File: src/rtl/mac_acc_param.sv
// Streaming multiply-accumulate over fixed-length windows.
// Two-stage product/accumulate pipeline with saturate or wrap overflow policy.
module mac_acc_param #(
  parameter int DATA_W  = 4,
  parameter int ACC_LEN = 9,
  parameter int OUT_W   = 12,
  parameter bit SAT_EN  = 1'b1
) (
  input  logic              clk,
  input  logic              rst_n,
  input  logic              in_valid,
  output logic              in_ready,
  input  logic [DATA_W-1:0] in1_IFM,
  input  logic [DATA_W-1:0] in2_IFM,
  input  logic              mode_signed,
  output logic              out_valid,
  output logic [OUT_W-1:0]  out,
  output logic              overflow
);

  localparam int PW = 2 * DATA_W;
  localparam int EW = OUT_W + 1 - PW;
  localparam logic [7:0] LAST = 8'(ACC_LEN - 1);

  localparam logic [OUT_W-1:0] MAX_U = {OUT_W{1'b1}};
  localparam logic [OUT_W-1:0] MAX_S = {1'b0, {(OUT_W-1){1'b1}}};
  localparam logic [OUT_W-1:0] MIN_S = {1'b1, {(OUT_W-1){1'b0}}};

  typedef enum logic [1:0] {
    S_IDLE,
    S_ACC,
    S_DRAIN,
    S_OUT
  } state_t;

  state_t r_state;
  state_t w_next;

  logic [7:0]       r_cnt;
  logic [PW-1:0]    r_prod;
  logic [OUT_W-1:0] r_acc;
  logic             r_mode;
  logic             r_ovf;
  logic [OUT_W-1:0] r_out;
  logic             r_out_v;
  logic             r_out_ovf;

  logic             w_accept;
  logic             w_first;
  logic             w_last;
  logic             w_mode;
  logic [PW-1:0]    w_op1;
  logic [PW-1:0]    w_op2;
  logic [PW-1:0]    w_prod;
  logic [OUT_W:0]   w_acc_x;
  logic [OUT_W:0]   w_prod_x;
  logic [OUT_W:0]   w_sum;
  logic             w_ovf;
  logic [OUT_W-1:0] w_acc_nx;

  assign w_accept = in_valid & in_ready;
  assign w_first  = w_accept & (r_state == S_IDLE);
  assign w_last   = (r_cnt == LAST);

  // The first beat uses the live mode; later beats the latched one.
  assign w_mode = (r_state == S_IDLE) ? mode_signed : r_mode;
  assign w_op1  = {{DATA_W{w_mode & in1_IFM[DATA_W-1]}}, in1_IFM};
  assign w_op2  = {{DATA_W{w_mode & in2_IFM[DATA_W-1]}}, in2_IFM};
  assign w_prod = w_op1 * w_op2;

  assign w_acc_x  = {r_mode & r_acc[OUT_W-1], r_acc};
  assign w_prod_x = {{EW{r_mode & r_prod[PW-1]}}, r_prod};
  assign w_sum    = w_acc_x + w_prod_x;

  // Out of range when the extra sum bit disagrees with the OUT_W result.
  assign w_ovf = r_mode ? (w_sum[OUT_W] ^ w_sum[OUT_W-1])
                        : w_sum[OUT_W];

  // Next accumulator value after the overflow policy.
  always_comb begin
    w_acc_nx = w_sum[OUT_W-1:0];
    if (SAT_EN && w_ovf) begin
      if (!r_mode)
        w_acc_nx = MAX_U;
      else if (w_sum[OUT_W])
        w_acc_nx = MIN_S;
      else
        w_acc_nx = MAX_S;
    end
  end

  // State register.
  always_ff @(posedge clk or negedge rst_n) begin
    if (!rst_n)
      r_state <= S_IDLE;
    else
      r_state <= w_next;
  end

  // Next-state logic.
  always_comb begin
    w_next = r_state;
    unique case (r_state)
      S_IDLE:  if (w_accept) w_next = w_last ? S_DRAIN : S_ACC;
      S_ACC:   if (w_accept && w_last) w_next = S_DRAIN;
      S_DRAIN: w_next = S_OUT;
      S_OUT:   w_next = S_IDLE;
      default: w_next = S_IDLE;
    endcase
  end

  // Handshake output decoded from state.
  always_comb begin
    in_ready = 1'b0;
    unique case (r_state)
      S_IDLE:  in_ready = 1'b1;
      S_ACC:   in_ready = 1'b1;
      default: in_ready = 1'b0;
    endcase
  end

  // Beat counter and per-window mode latch.
  always_ff @(posedge clk or negedge rst_n) begin
    if (!rst_n) begin
      r_cnt  <= 8'd0;
      r_mode <= 1'b0;
    end else begin
      if (w_accept)
        r_cnt <= w_last ? 8'd0 : r_cnt + 8'd1;
      if (w_first)
        r_mode <= mode_signed;
    end
  end

  // Product stage; bubbles feed a zero product.
  always_ff @(posedge clk or negedge rst_n) begin
    if (!rst_n)
      r_prod <= '0;
    else
      r_prod <= w_accept ? w_prod : '0;
  end

  // Accumulate stage, cleared by the first beat of a window.
  always_ff @(posedge clk or negedge rst_n) begin
    if (!rst_n) begin
      r_acc <= '0;
      r_ovf <= 1'b0;
    end else if (w_first) begin
      r_acc <= '0;
      r_ovf <= 1'b0;
    end else begin
      r_acc <= w_acc_nx;
      r_ovf <= r_ovf | w_ovf;
    end
  end

  // Result register, zero outside the single valid cycle.
  always_ff @(posedge clk or negedge rst_n) begin
    if (!rst_n) begin
      r_out     <= '0;
      r_out_v   <= 1'b0;
      r_out_ovf <= 1'b0;
    end else if (r_state == S_OUT) begin
      r_out     <= r_acc;
      r_out_v   <= 1'b1;
      r_out_ovf <= r_ovf;
    end else begin
      r_out     <= '0;
      r_out_v   <= 1'b0;
      r_out_ovf <= 1'b0;
    end
  end

  assign out       = r_out;
  assign out_valid = r_out_v;
  assign overflow  = r_out_ovf;

endmodule

File: config.mk
export PLATFORM = sky130hd
export DESIGN_NAME = mac_acc_param
export DESIGN_NICKNAME = d
export VERILOG_FILES = /design/src/rtl/mac_acc_param.sv
export SDC_FILE = /design/constraint.sdc
export NUM_CORES = 1
export LEC_CHECK = 0
export CAP_MARGIN = 0
export CORE_ASPECT_RATIO = 1.25
export CORE_MARGIN = 2
export CORE_UTILIZATION = 58
export CTS_CLUSTER_SIZE = 40
export DETAILED_ROUTE_END_ITERATION = 7
export PLACE_DENSITY = 0.8
export RECOVER_POWER = 50
export SLEW_MARGIN = 0
export SYNTH_ARGS = -nofsm -noshare
export SYNTH_HDL_FRONTEND = slang
export SYNTH_SLANG_ARGS = --single-unit
export TNS_END_PERCENT = 50
File: constraint.sdc
create_clock -name clk -period 5.5 [get_ports clk]
set_clock_uncertainty 0.05 [all_clocks]
set_input_delay 0.825 -clock clk [delete_from_list [all_inputs] [get_ports clk]]
set_output_delay 0.825 -clock clk [all_outputs]
set_load 0.02 [all_outputs]
==> results, run 1 <==
- The flow ran to the end, but the final reports show violations.
- The final reports fail on capacitance limit, slew limit.
- During I/O placement, the number of pins put on the boundary was 27.
- The number of buffers inserted by post-CTS setup repair is 0.
- In the layout the commonest cells are 46 x sky130_fd_sc_hd__dfrtp_1, 31 x sky130_fd_sc_hd__ha_1, 29 x sky130_fd_sc_hd__inv_1.
- The relative slew slack is -0.5384.
- The total core area is 5116 µm².
- The netlist area before placement is approximately 3100 µm².
- The buffer levels on the longest clock path is 2.
- The relative area change from synthesis to final layout is 12.73%.
- Measured in cells, the most critical reg-to-reg path has a length of 15.
- In this run, synthesis inferred 0 flip-flops with an integrated enable.
- Once the clock tree was built, the resizer swapped 0 gates to a different size.
- The tightest min-delay check is of the register to register type.
- The number of nets still failing antenna checks after routing is 0.
- For this run, the top clock speed supported by timing is 221.2 MHz.
- The count of state elements after synthesis is 46.
- The first global-routing pass estimated 9.770 mm of wire.
- Along the worst hold path, the cell count comes to 1.
- The floorplan die width is a little under 70 µm.
- The effective utilization at floorplan is 0.6050.
- Of all flip-flops after synthesis, the portion carrying an async set or reset was 1.000.
- By instance count, the cell type seen most on the critical path is sky130_fd_sc_hd__fa_1.
- In the final design database the tool counted 384 nets.
- The number of buffers and inverters on the critical path is 2.
- The antenna diode count is 0.
- For hold timing, the worst endpoint is r_cnt[7]$_DFFE_PN0P_.
- The worst min-delay path startpoint is r_cnt[7]$_DFFE_PN0P_.
- Setup repair after global routing left no endpoint under its margin.
- Power spread over the standard cell area amounts to 479.1 nW/µm².
- The maximum net fanout on the critical path is 5.
- After detailed routing, the number of remaining DRC violations is 0.
- The chip height is around 86 µm.
- The endpoint identified for the worst register-to-register timing path is r_prod[7]$_DFF_PN0_.
- The worst-case IR drop observed on VDD is 284.5 µV.
- In this run the mean area of a mapped cell was 10.25 µm².
- The tree built by TritonCTS fans out to 46 sinks.
- In this run the core area contains 29 standard-cell rows.
- The instance count of the mapped netlist is 302.
- The internal reg-to-reg setup slack is 1.17 ns.
- The root buffer cell is sky130_fd_sc_hd__clkbuf_8.
- The worst setup path is captured at a register.
- The cell leakage power is 1.699 nW.
- The commonest non-fill, non-tap cell in the layout is sky130_fd_sc_hd__dfrtp_1.
- The number of buffers created by CTS is 5.
- The hold violation count in the final report was 0.
- The delay of the slowest cell on the worst path is 0.54 ns.
- The total overflow left after global routing is 0.
- At the end of the flow the core is filled with cells to 0.6821.
- The kind of cell with the highest combined delay along the critical path is adder cells.
- The initial DRC count is about 140.
- The clock tree from TritonCTS is built.
- The routability congestion estimate is 0.8649.
- The final critical path time including I/O delays and setup is 4.521 ns.
- The critical path required time is 5.63 ns.
- The ratio of cells with drive above 1 in the final layout is 0.05471.
- The post-route setup TNS is 0 ns.
- After detailed routing, the average wire length per cell comes to 14.25 µm.
- In this run the tool buffered the top-level ports with 26 buffer cells.
- Setup violations remaining at the end of the flow were counted as 0.
- The total routing usage reported by global routing is 0.2038.
- The number of antenna violations at the first check in global routing is 0.
- The aggregate routed wire length is 5.570 mm.
- The pin count of the biggest net entering global routing is 47.
- The routed layout has 2,200 vias.
- The share of the Yosys chip area taken by registers is 0.3719.
- The synthesized netlist contains 45 unique library cells.
- The signal arrival time at the worst endpoint is around 4.7 ns.
- The overall die area is 5941 µm².
- The number of nets in the synthesized netlist is approximately 360.
- The number of global-route vias before repair was 2,229.
- The cell with the largest stage delay on the worst path is sky130_fd_sc_hd__fa_1.
- The count of synthesis-stage warnings from yosys is 0.
- The most used flip-flop cell after synthesis is sky130_fd_sc_hd__dfrtp_1.
- Walking the worst path, the cells encountered are clkdlybuf4s50_1, mux2i_1, nand2b_1, or2_2, fa_1, fa_1, fa_1, fa_1, inv_1, a21o_1, a21oi_1, xnor2_1, xnor2_1, nor2_1.
- The H-tree was split into 2 levels.
- Dividing the final minimum period by the clock period gives 0.8220.
- The clock-pin slew of the registers on the worst-case setup and hold paths is 0.08 ns.
- For the pin with the worst max-slew slack, the measured transition is 2.308 ns.
- Before antenna repair, the detailed router went through 4 iterations.
- The insertion delay to the later sink of the worst-skew pair is 0.31 ns.
- The worst setup path is launched from an input port.
- The worst setup path is of the input port to register kind.
- The max-slew violation count came to 47.
- In this run the critical register-to-register path is launched from r_state[0]$_DFFE_PN0P_.
- After detailed routing, the number of vias per cell comes to 5.627.
- The filler cells instantiated in the layout total 407.
- Buffers inserted to repair hold after CTS numbered 0.
- Across the run, the number of max-cap violations was 1.
- After legalization and detailed placement, the total HPWL measured 4.423 mm.
## cell families (layout without fill, tap and decap cells)
kind of cell             count (synthesis)  count (layout)  share of synthesized area
AO/OA/AOI/OAI                           54              54                     0.1269
XOR/XNOR                                26              26                    0.07599
adder cells (fa/ha/maj)                 44              44                     0.2094
buffers and inverters                   36              63                    0.04405
flip-flops                              46              46                     0.3719
multiplexers                             3               3                    0.01011
AND/OR/NAND/NOR                         93              93                     0.1617
## where the power goes
group          total (mW)  switching [mW]  internal [mW]
clock network       0.209           0.120         0.0894
logic               0.928           0.512          0.417
registers           0.534          0.0810          0.453
total                1.67           0.712          0.960
## area by class of cell
type	instances	area (µm²)	share of cell area
clock buffer	5	68.82	0.01972
tap	62	77.57	0.02223
inverter	29	108.9	0.03119
clock inverter	3	21.27	0.006095
timing repair buffer	26	254.0	0.07279
multi-input combinational	220	1808	0.5181
sequential	46	1151	0.3299
## Yosys cell counts, drive strengths merged, types with 3 or more instances
library cell,instances,area (µm²)
nand4,4,25.02
dfrtp,46,1151
a21o,6,46.30
clkbuf,6,22.52
inv,29,108.9
nor2b,4,25.02
nor2,15,58.81
and3,8,55.05
fa,13,260.3
o21ai,9,45.04
a21oi,15,75.07
xnor2,14,130.1
nand2,20,75.07
nand3,3,15.01
o311ai,8,70.07
and2,28,175.2
xor2,12,105.1
o211ai,3,22.52
ha,31,387.9
## stage by stage
step,cells,setup WS [ns],area (µm²),total power [mW],hold WS [ns]
final,391,0.9790,3490,1.672,0.4356
after global routing,391,0.7760,3490,1.828,0.4588
after CTS,391,0.9807,3491,1.689,0.4393
after detailed placement,383,0.6615,3401,1.473,0.4233
after global placement,383,0.7125,3401,1.431,0.4184
after floorplan,302,1.330,3095,1.250,0.3926
## state kept, by name (all words and copies together) (netlist names)
signal and count:
r_cnt 8, out_valid 1, r_ovf 1, overflow 1, r_prod 8, r_acc 12
out 12, r_mode 1, r_state 2
## worst max path at each step
stage                 from             endpoint  slack [ns]  cells past startpoint
2_1_floorplan  mode_signed  r_prod[7]$_DFF_PN0_        1.33                     13
3_3_place_gp   mode_signed  r_prod[7]$_DFF_PN0_        0.71                     14
3_5_place_dp   mode_signed  r_prod[7]$_DFF_PN0_        0.66                     14
4_1_cts        mode_signed  r_prod[7]$_DFF_PN0_        0.98                     14
5_1_grt        mode_signed  r_prod[7]$_DFF_PN0_        0.78                     14
6_report       mode_signed  r_prod[7]$_DFF_PN0_        0.98                     14
## per-layer routing
metal,track usage,share of wire,up-vias
met5,0,0,-
li1,-,-,1073
met1,0.2259,0.41,1072
met3,0.02468,0.027,10
met2,0.3890,0.54,45
met4,0.08913,0.024,0
## worst reg2reg max path: cells and delay by family (launching register included)
family / cells / cell delay [ns]
AO/OA/AOI/OAI: 2 / 0.18
XOR/XNOR: 2 / 0.31
adder cells (fa/ha/maj): 5 / 2.28
buffers and inverters: 2 / 0.17
flip-flops: 1 / 0.41
multiplexers: 1 / 0.21
AND/OR/NAND/NOR: 3 / 0.60
Power figures use the tool's default switching activity.
==> inputs of run 2 (changes only) <==
==> constraint.sdc (replaced) <==
create_clock -name clk -period 4.4 [get_ports clk]
set_clock_uncertainty 0.05 [all_clocks]
set_input_delay 0.66 -clock clk [delete_from_list [all_inputs] [get_ports clk]]
set_output_delay 0.66 -clock clk [all_outputs]
set_load 0.02 [all_outputs]
==> run 2 against run 1 <==
  * The run still ends with capacitance limit, slew limit left
  * Utilization increased by 1.4 points
  * Largest power group unchanged
  * Sequential share of layout area fell by 0.65 points
  * Critical path type unchanged
  * First-iteration DRC count fell by 7.2%
  * Combinational power increased by 30%
  * Design area increased by 2.0%
==> results, run 2 (synthesized netlist as in run 1, its figures left out) <==
- The floorplan die width came to 69.34 µm (unchanged).
- The critical path required time was 4.53 ns (-1.10 ns).
- The commonest non-fill, non-tap cell in the layout is sky130_fd_sc_hd__dfrtp_1.
- The top cell types in the final layout, fill and taps aside, are 46 x sky130_fd_sc_hd__dfrtp_1, 30 x sky130_fd_sc_hd__ha_1, 29 x sky130_fd_sc_hd__inv_1.
- The total power density per cell area is 597.3 nW/µm² (+25%).
- The final setup violation count was 0 (unchanged).
- The number of remaining DRC errors came to 0 (unchanged).
- The slew at the pin with the worst max-slew slack is 2.370 ns (+0.06244 ns).
- The max-slew violation count was 47 (unchanged).
- The detail-routed via count per cell is 5.468 (-2.8%).
- The total number of placement rows was 29 (unchanged).
- The multi-input combinational cell area is 1810 µm² (+0.14%).
- The insertion delay to the later sink of the worst-skew pair is 0.30 ns (about the same).
- The run finished, with violations left.
- The number of vias after detailed routing is 2,187 (-0.59%).
- The setup slack at placement was -0.1610 ns (-0.8225 ns).
- For this run, the top clock speed supported by timing is 237.3 MHz.
- The relative area change from synthesis to final layout is 15.00%.
- Walking the worst path, the cells encountered are clkdlybuf4s50_1, mux2i_1, nand2b_1, or2_2, fa_1, fa_1, fa_1, fa_1, inv_1, a21o_1, a21oi_1, xnor2_1, xnor2_1, nor2_1.
- The number of levels the H-tree was split into is 2 (unchanged).
- The worst path setup slack after routing is 0.1858 ns (-0.7931 ns).
- The total routing usage reported by global routing is 0.2046 (+0.0008588).
- The worst setup path is launched from an input port.
- The pin count of the biggest net entering global routing was 47 (unchanged).
- The number of antenna violations at the first check in global routing is 0 (unchanged).
- The buffer levels on the longest clock path is 2 (unchanged).
- The flip-flop and latch area came to 1151 µm² (unchanged).
- The clock sink count is 46 (unchanged).
- The aggregate routed wire length is 5.519 mm (-0.92%).
- The number of input and output port buffers inserted is 26 (unchanged).
- The hold violation count in the final report is 0 (unchanged).
- Subtracting the final worst setup slack from the clock period gives 4.214 ns.
- The type of the worst setup path is input port to register.
- The number of top-level pins is 27 (unchanged).
- The maximum net fanout on the critical path was 2 (-3).
- The total global routing overflow came to 0 (unchanged).
- The number of buffers inserted by post-CTS setup repair is 0 (unchanged).
- The wire length of the first global-routing pass is 9.853 mm (+0.85%).
- The initial DRC count was 129 (-7.2%).
- The total number of nets in the final design is 393 (+2.3%).
- The post-route setup TNS is 0 ns (unchanged).
- The non-filler instance count after layout came to 400 (+2.3%).
- The sum of net half-perimeters after detailed placement is 4.390 mm (-0.76%).
- The cell leakage power came to 1.740 nW (+2.4%).
- The number of nets still failing antenna checks after routing came to 0 (unchanged).
- The effective utilization at floorplan is 0.6050 (unchanged).
- The number of detailed-routing iterations run before antenna repair is 4 (unchanged).
- The signal arrival time at the worst endpoint is 4.35 ns (-0.30 ns).
- The number of global-route vias before repair is 2,193 (-1.6%).
- The wire length per cell is 13.80 µm (-3.1%).
- The most frequent cell on the critical path is sky130_fd_sc_hd__fa_1.
- The filler cell count in the final layout is 414 (+1.7%).
- The number of hold buffers added after cts was 0 (unchanged).
- The number of buffers created by CTS is 5 (unchanged).
- The root buffer cell is sky130_fd_sc_hd__clkbuf_8.
- The min-delay analysis places its worst path in the category register to register.
- The chip height was 85.68 µm (unchanged).
- STA classifies the critical path endpoint as a register.
- The ratio of cells with drive above 1 in the final layout is 0.08284 (+0.02813).
- The antenna diode count is 0 (unchanged).
- TritonCTS built the clock tree.
- The total of cells resized after clock tree synthesis came to 0 (unchanged).
- The max-cap check violation count was 1 (unchanged).
- The cell with the largest stage delay on the worst path is sky130_fd_sc_hd__fa_1.
- The checks that failed: capacitance limit, slew limit.
- The final cell utilization of the core is 0.6958 (+0.01370).
- The total core area is 5116 µm² (unchanged).
- The worst IR drop on VDD is 372.6 µV (+31%).
- The overall die area is 5941 µm² (unchanged).
- The delay of the slowest cell on the worst path is 0.53 ns (about the same).
- The routability congestion estimate is 0.8620 (-0.34%).
- Setup repair after global routing left no endpoint under its margin.
- The clock-pin slew of the registers on the worst-case setup and hold paths is 0.08 ns (about the same).
- The overall power after layout came to 2.126 mW (+27%).
- The total placed cells including tap cells is 392 (+2.3%).
- The post-route fraction of the period consumed by the critical path is 0.9578.
- The relative slew slack was -0.5800 (-0.04162).
[run 2: changes by cell type in the layout (fill, tap and decap cells not counted)]
cell,previous run,this run
sky130_fd_sc_hd__buf_4,0,9
sky130_fd_sc_hd__and2_0,5,6
sky130_fd_sc_hd__and2_1,23,22
sky130_fd_sc_hd__ha_1,31,30
sky130_fd_sc_hd__ha_2,0,1
[run 2: final timing paths]
check / start / to / slack, ns / cells after the start
min in group asynchronous: rst_n / out_valid$_DFF_PN0_ / 1.02 / 1
setup reg to reg: r_state[0]$_DFFE_PN0P_ / r_prod[7]$_DFF_PN0_ / 0.22 / 17
max in group asynchronous: rst_n / r_prod[2]$_DFF_PN0_ / 1.93 / 1
setup / recovery: mode_signed / r_prod[7]$_DFF_PN0_ / 0.19 / 14
hold reg to reg: r_cnt[7]$_DFFE_PN0P_ / r_cnt[7]$_DFFE_PN0P_ / 0.43 / 1
hold / removal: r_cnt[7]$_DFFE_PN0P_ / r_cnt[7]$_DFFE_PN0P_ / 0.43 / 1
[run 2: final cells by class]
cell class | count | area share
multi-input combinational | 220 | 0.5086
sequential | 46 | 0.3234
timing repair buffer | 35 | 0.09033
inverter | 29 | 0.03058
tap | 62 | 0.02179
clock buffer | 5 | 0.01933
clock inverter | 3 | 0.005975
[run 2: report_power, final]
part,switching [mW],internal [mW]
logic,0.654,0.554
registers,0.0942,0.567
clock network,0.145,0.112
total,0.893,1.23
[run 2: metal layers]
layer,vias to the layer above,track usage,wire length [µm]
li1,1088,-,-
met1,1048,0.2417,2312
met2,43,0.3837,2963
met3,8,0.02115,149
met4,0,0.07487,94
met5,-,0,0
[run 2: stage by stage]
stage	hold WS [ns]	instance area, µm²
6_report	0.4278	3560
3_3_place_gp	0.4088	3468
4_1_cts	0.4290	3558
3_5_place_dp	0.4123	3468
5_1_grt	0.4530	3560
2_1_floorplan	0.3144	3095
[run 2: worst max-delay path, delay by kind of cell]
kind            cells  cell delay [ns]
xor+xnor            2             0.29
buf+inv             2             0.58
fa+ha+maj           4             1.99
mux                 1             0.11
compound gates      2             0.17
simple gates        3             0.53
==> inputs of run 3 (changes only) <==
--- a/config.mk
+++ b/config.mk
@@ -8,10 +8,12 @@
 export CAP_MARGIN = 0
 export CORE_ASPECT_RATIO = 1.25
 export CORE_MARGIN = 2
-export CORE_UTILIZATION = 58
+export CORE_UTILIZATION = 60
+export CTS_BUF_LIST = sky130_fd_sc_hd__clkbuf_2
 export CTS_CLUSTER_SIZE = 40
 export DETAILED_ROUTE_END_ITERATION = 7
-export PLACE_DENSITY = 0.8
+export MAX_ROUTING_LAYER = met4
+export PLACE_DENSITY_LB_ADDON = 0.08
 export RECOVER_POWER = 50
 export SLEW_MARGIN = 0
 export SYNTH_ARGS = -nofsm -noshare
==> run 3 against run 2 <==
  * The run still ends with capacitance limit, slew limit left
  * Global-route usage up 3.0 points
  * Non-clock buffer count is 3 higher
  * Sequential power decreased by 1%
  * Worst setup slack got worse by 0.011 ns
  * First-iteration DRC count shrank 7.8%
  * Wire length is 4.8% higher
  * Hold slack improved by 0.016 ns
  * Power shrank 2.6%
  * Utilization grew 0.48 points
==> results, run 3 (synthesized netlist as in run 1, its figures left out) <==
- The final setup violation count came to 0 (unchanged).
- The number of hold buffers added after cts is 0 (unchanged).
- The post-route fraction of the period consumed by the critical path came to 0.9602 (+0.002420).
- The number of remaining DRC errors was 0 (unchanged).
- The post-route setup TNS is 0 ns (unchanged).
- The multi-input combinational cell area is 1814 µm² (+0.21%).
- The worst IR drop on VDD is 338.4 µV (-9.2%).
- The pin count of the biggest net entering global routing came to 47 (unchanged).
- The insertion delay to the later sink of the worst-skew pair came to 0.42 ns (+0.12 ns).
- Tracing the worst setup path back leads to its startpoint at r_state[0]$_DFFE_PN0P_.
- The filler cell count in the final layout is 411 (-0.72%).
- The ratio of cells with drive above 1 in the final layout is 0.09118 (+0.008336).
- The wire length per cell is 14.39 µm (+4.3%).
- The delay of the slowest cell on the worst path is 0.54 ns (about the same).
- The signal arrival time at the worst endpoint came to 4.51 ns (+0.16 ns).
- The number of global-route vias before repair is 2,262 (+3.1%).
- Setup repair after global routing left no endpoint under its margin.
- STA classifies the critical path endpoint as a register.
- The initial DRC count is 119 (-7.8%).
- In this run the critical register-to-register path is captured at r_prod[7]$_DFF_PN0_.
- The overall die area is 5753 µm² (-3.2%).
- The final reports fail on capacitance limit, slew limit.
- The total placed cells including tap cells was 392 (unchanged).
- The total number of placement rows is 29 (unchanged).
- The overall power after layout came to 2.070 mW (-2.6%).
- The run finished, with violations left.
- The slew at the pin with the worst max-slew slack is 2.383 ns (+0.01251 ns).
- The highest achievable clock rate is 236.7 MHz (-0.25%).
- The detail-routed via count per cell is 5.493 (+0.46%).
- The max-cap check violation count is 1 (unchanged).
- The type of the worst min-delay path is register to register.
- The clock-pin slew of the registers on the worst-case setup and hold paths came to 0.23 ns (+0.15 ns).
- The top cell types in the final layout, fill and taps aside, are 46 x sky130_fd_sc_hd__dfrtp_1, 30 x sky130_fd_sc_hd__ha_1, 29 x sky130_fd_sc_hd__inv_1.
- The total routing usage reported by global routing is 0.2349 (+0.03028).
- The relative slew slack was -0.5883 (-0.008340).
- The critical path required time is 4.69 ns (+0.16 ns).
- Traced cell by cell, the critical path runs through inv_1, ha_2, mux2i_2, nand2b_1, buf_4, nor2_1, fa_1, inv_1, fa_1, fa_1, inv_1, ha_1, a21o_1, a21oi_1, xnor2_1, xnor2_1, nor2_1.
- The number of nets still failing antenna checks after routing came to 0 (unchanged).
- The number of detailed-routing iterations run before antenna repair was 4 (unchanged).
- The chip height is 84.31 µm (-1.6%).
- The setup slack at placement was -0.2091 ns (-0.04813 ns).
- The final cell utilization of the core is 0.7006 (+0.004802).
- The cell leakage power is 1.739 nW (about the same).
- The number of vias after detailed routing is 2,208 (+0.96%).
- The flip-flop and latch area was 1151 µm² (unchanged).
- The aggregate routed wire length is 5.783 mm (+4.8%).
- The antenna diode count is 0 (unchanged).
- The clock sink count is 46 (unchanged).
- The number of antenna violations at the first check in global routing is 0 (unchanged).
- The total number of nets in the final design was 396 (+0.76%).
- The number of top-level pins came to 27 (unchanged).
- In this run the critical register-to-register path is launched from r_state[0]$_DFFE_PN0P_.
- The total global routing overflow is 0 (unchanged).
- The cell with the largest stage delay on the worst path is sky130_fd_sc_hd__fa_1.
- The number of input and output port buffers inserted is 26 (unchanged).
- The number of levels the H-tree was split into is 2 (unchanged).
- The final critical path time including I/O delays and setup is 4.225 ns (+0.01065 ns).
- The tree is rooted in a sky130_fd_sc_hd__clkbuf_2.
- The type of the worst setup path is register to register.
- The buffer levels on the longest clock path was 2 (unchanged).
- The number of buffers created by CTS is 5 (unchanged).
- The max-slew violation count is 47 (unchanged).
- The hold violation count in the final report is 0 (unchanged).
- The effective utilization at floorplan is 0.6137 (+0.008706).
- The total core area is 5044 µm² (-1.4%).
- The maximum net fanout on the critical path came to 4 (+2).
- The worst setup path endpoint is r_prod[7]$_DFF_PN0_.
- The sum of net half-perimeters after detailed placement is 4.529 mm (+3.2%).
- The library cell used most frequently in the layout, excluding fill and tap cells, is sky130_fd_sc_hd__dfrtp_1.
- Relative to the synthesized area, the layout overhead comes to 14.15%.
- The routability congestion estimate is 0.9500 (+10%).
- The wire length of the first global-routing pass came to 10.06 mm (+2.1%).
- STA classifies the critical path startpoint as a register.
- The number of cells on the worst reg-to-reg path was 17 (unchanged).
- The internal reg-to-reg setup slack is 0.18 ns (-0.04 ns).
- The clock tree from TritonCTS is built.
- The worst path setup slack after routing is 0.1752 ns (-0.01065 ns).
- The floorplan die width is 68.25 µm (-1.6%).
- The non-filler instance count after layout came to 402 (+0.50%).
- The total power density per cell area is 585.9 nW/µm² (-1.9%).
[run 3: changes by cell type in the layout (fill, tap and decap cells not counted), sizes merged]
cell	delta
buf	+3
clkinv	-2
clkbuf	+1
[run 3: timing repair]
action	4_1_cts	5_1_grt
setup buffers	0	3
setup endpoints to repair	0	1
resized for setup	0	2
hold endpoints to repair	0	0
[run 3: final cells by class]
cell class	count	share of cell area
clock inverter	1	0.002125
tap	62	0.02195
inverter	29	0.03081
multi-input combinational	220	0.5135
timing repair buffer	38	0.09738
sequential	46	0.3258
clock buffer	6	0.008499
[run 3: through the flow]
step / area (µm²) / hold slack [ns]
2_1_floorplan: 3095 / 0.3144
3_3_place_gp: 3468 / 0.4154
3_5_place_dp: 3468 / 0.4087
4_1_cts: 3506 / 0.3433
5_1_grt: 3533 / 0.4720
6_report: 3533 / 0.4441
[run 3: layer usage]
metal | part of all wire | track usage | vias up | routed length (µm)
li1 | - | - | 1091 | -
met1 | 0.43 | 0.2804 | 1072 | 2505
met2 | 0.53 | 0.4007 | 37 | 3040
met3 | 0.028 | 0.03753 | 8 | 161
met4 | 0.013 | 0.06727 | 0 | 75
met5 | 0 | - | - | 0
[run 3: how the worst min path moves through the flow]
stage	start	endpoint	slack (ns)	depth (start not counted)
final	r_cnt[7]$_DFFE_PN0P_	r_cnt[7]$_DFFE_PN0P_	0.44	1
after global routing	r_acc[5]$_DFF_PN0_	out[5]$_DFF_PN0_	0.47	1
after CTS	rst_n	r_acc[11]$_DFF_PN0_	0.34	1
after global placement	r_cnt[7]$_DFFE_PN0P_	r_cnt[7]$_DFFE_PN0P_	0.42	1
after detailed placement	r_cnt[7]$_DFFE_PN0P_	r_cnt[7]$_DFFE_PN0P_	0.41	1
after floorplan	rst_n	out[0]$_DFF_PN0_	0.31	0
[run 3: report_power, final]
| part | switching (mW) | internal [mW] |
|---|---|---|
| sequential | 0.0884 | 0.565 |
| clock | 0.134 | 0.0384 |
| combinational | 0.669 | 0.575 |
| total | 0.891 | 1.18 |
[run 3: critical path: cells and delay by family (launching register included)]
kind | cells | cell delay, ns
compound gates | 2 | 0.33
xor+xnor | 2 | 0.29
fa+ha+maj | 5 | 2.10
buf+inv | 4 | 0.35
flops | 1 | 0.47
mux | 1 | 0.28
simple gates | 3 | 0.28
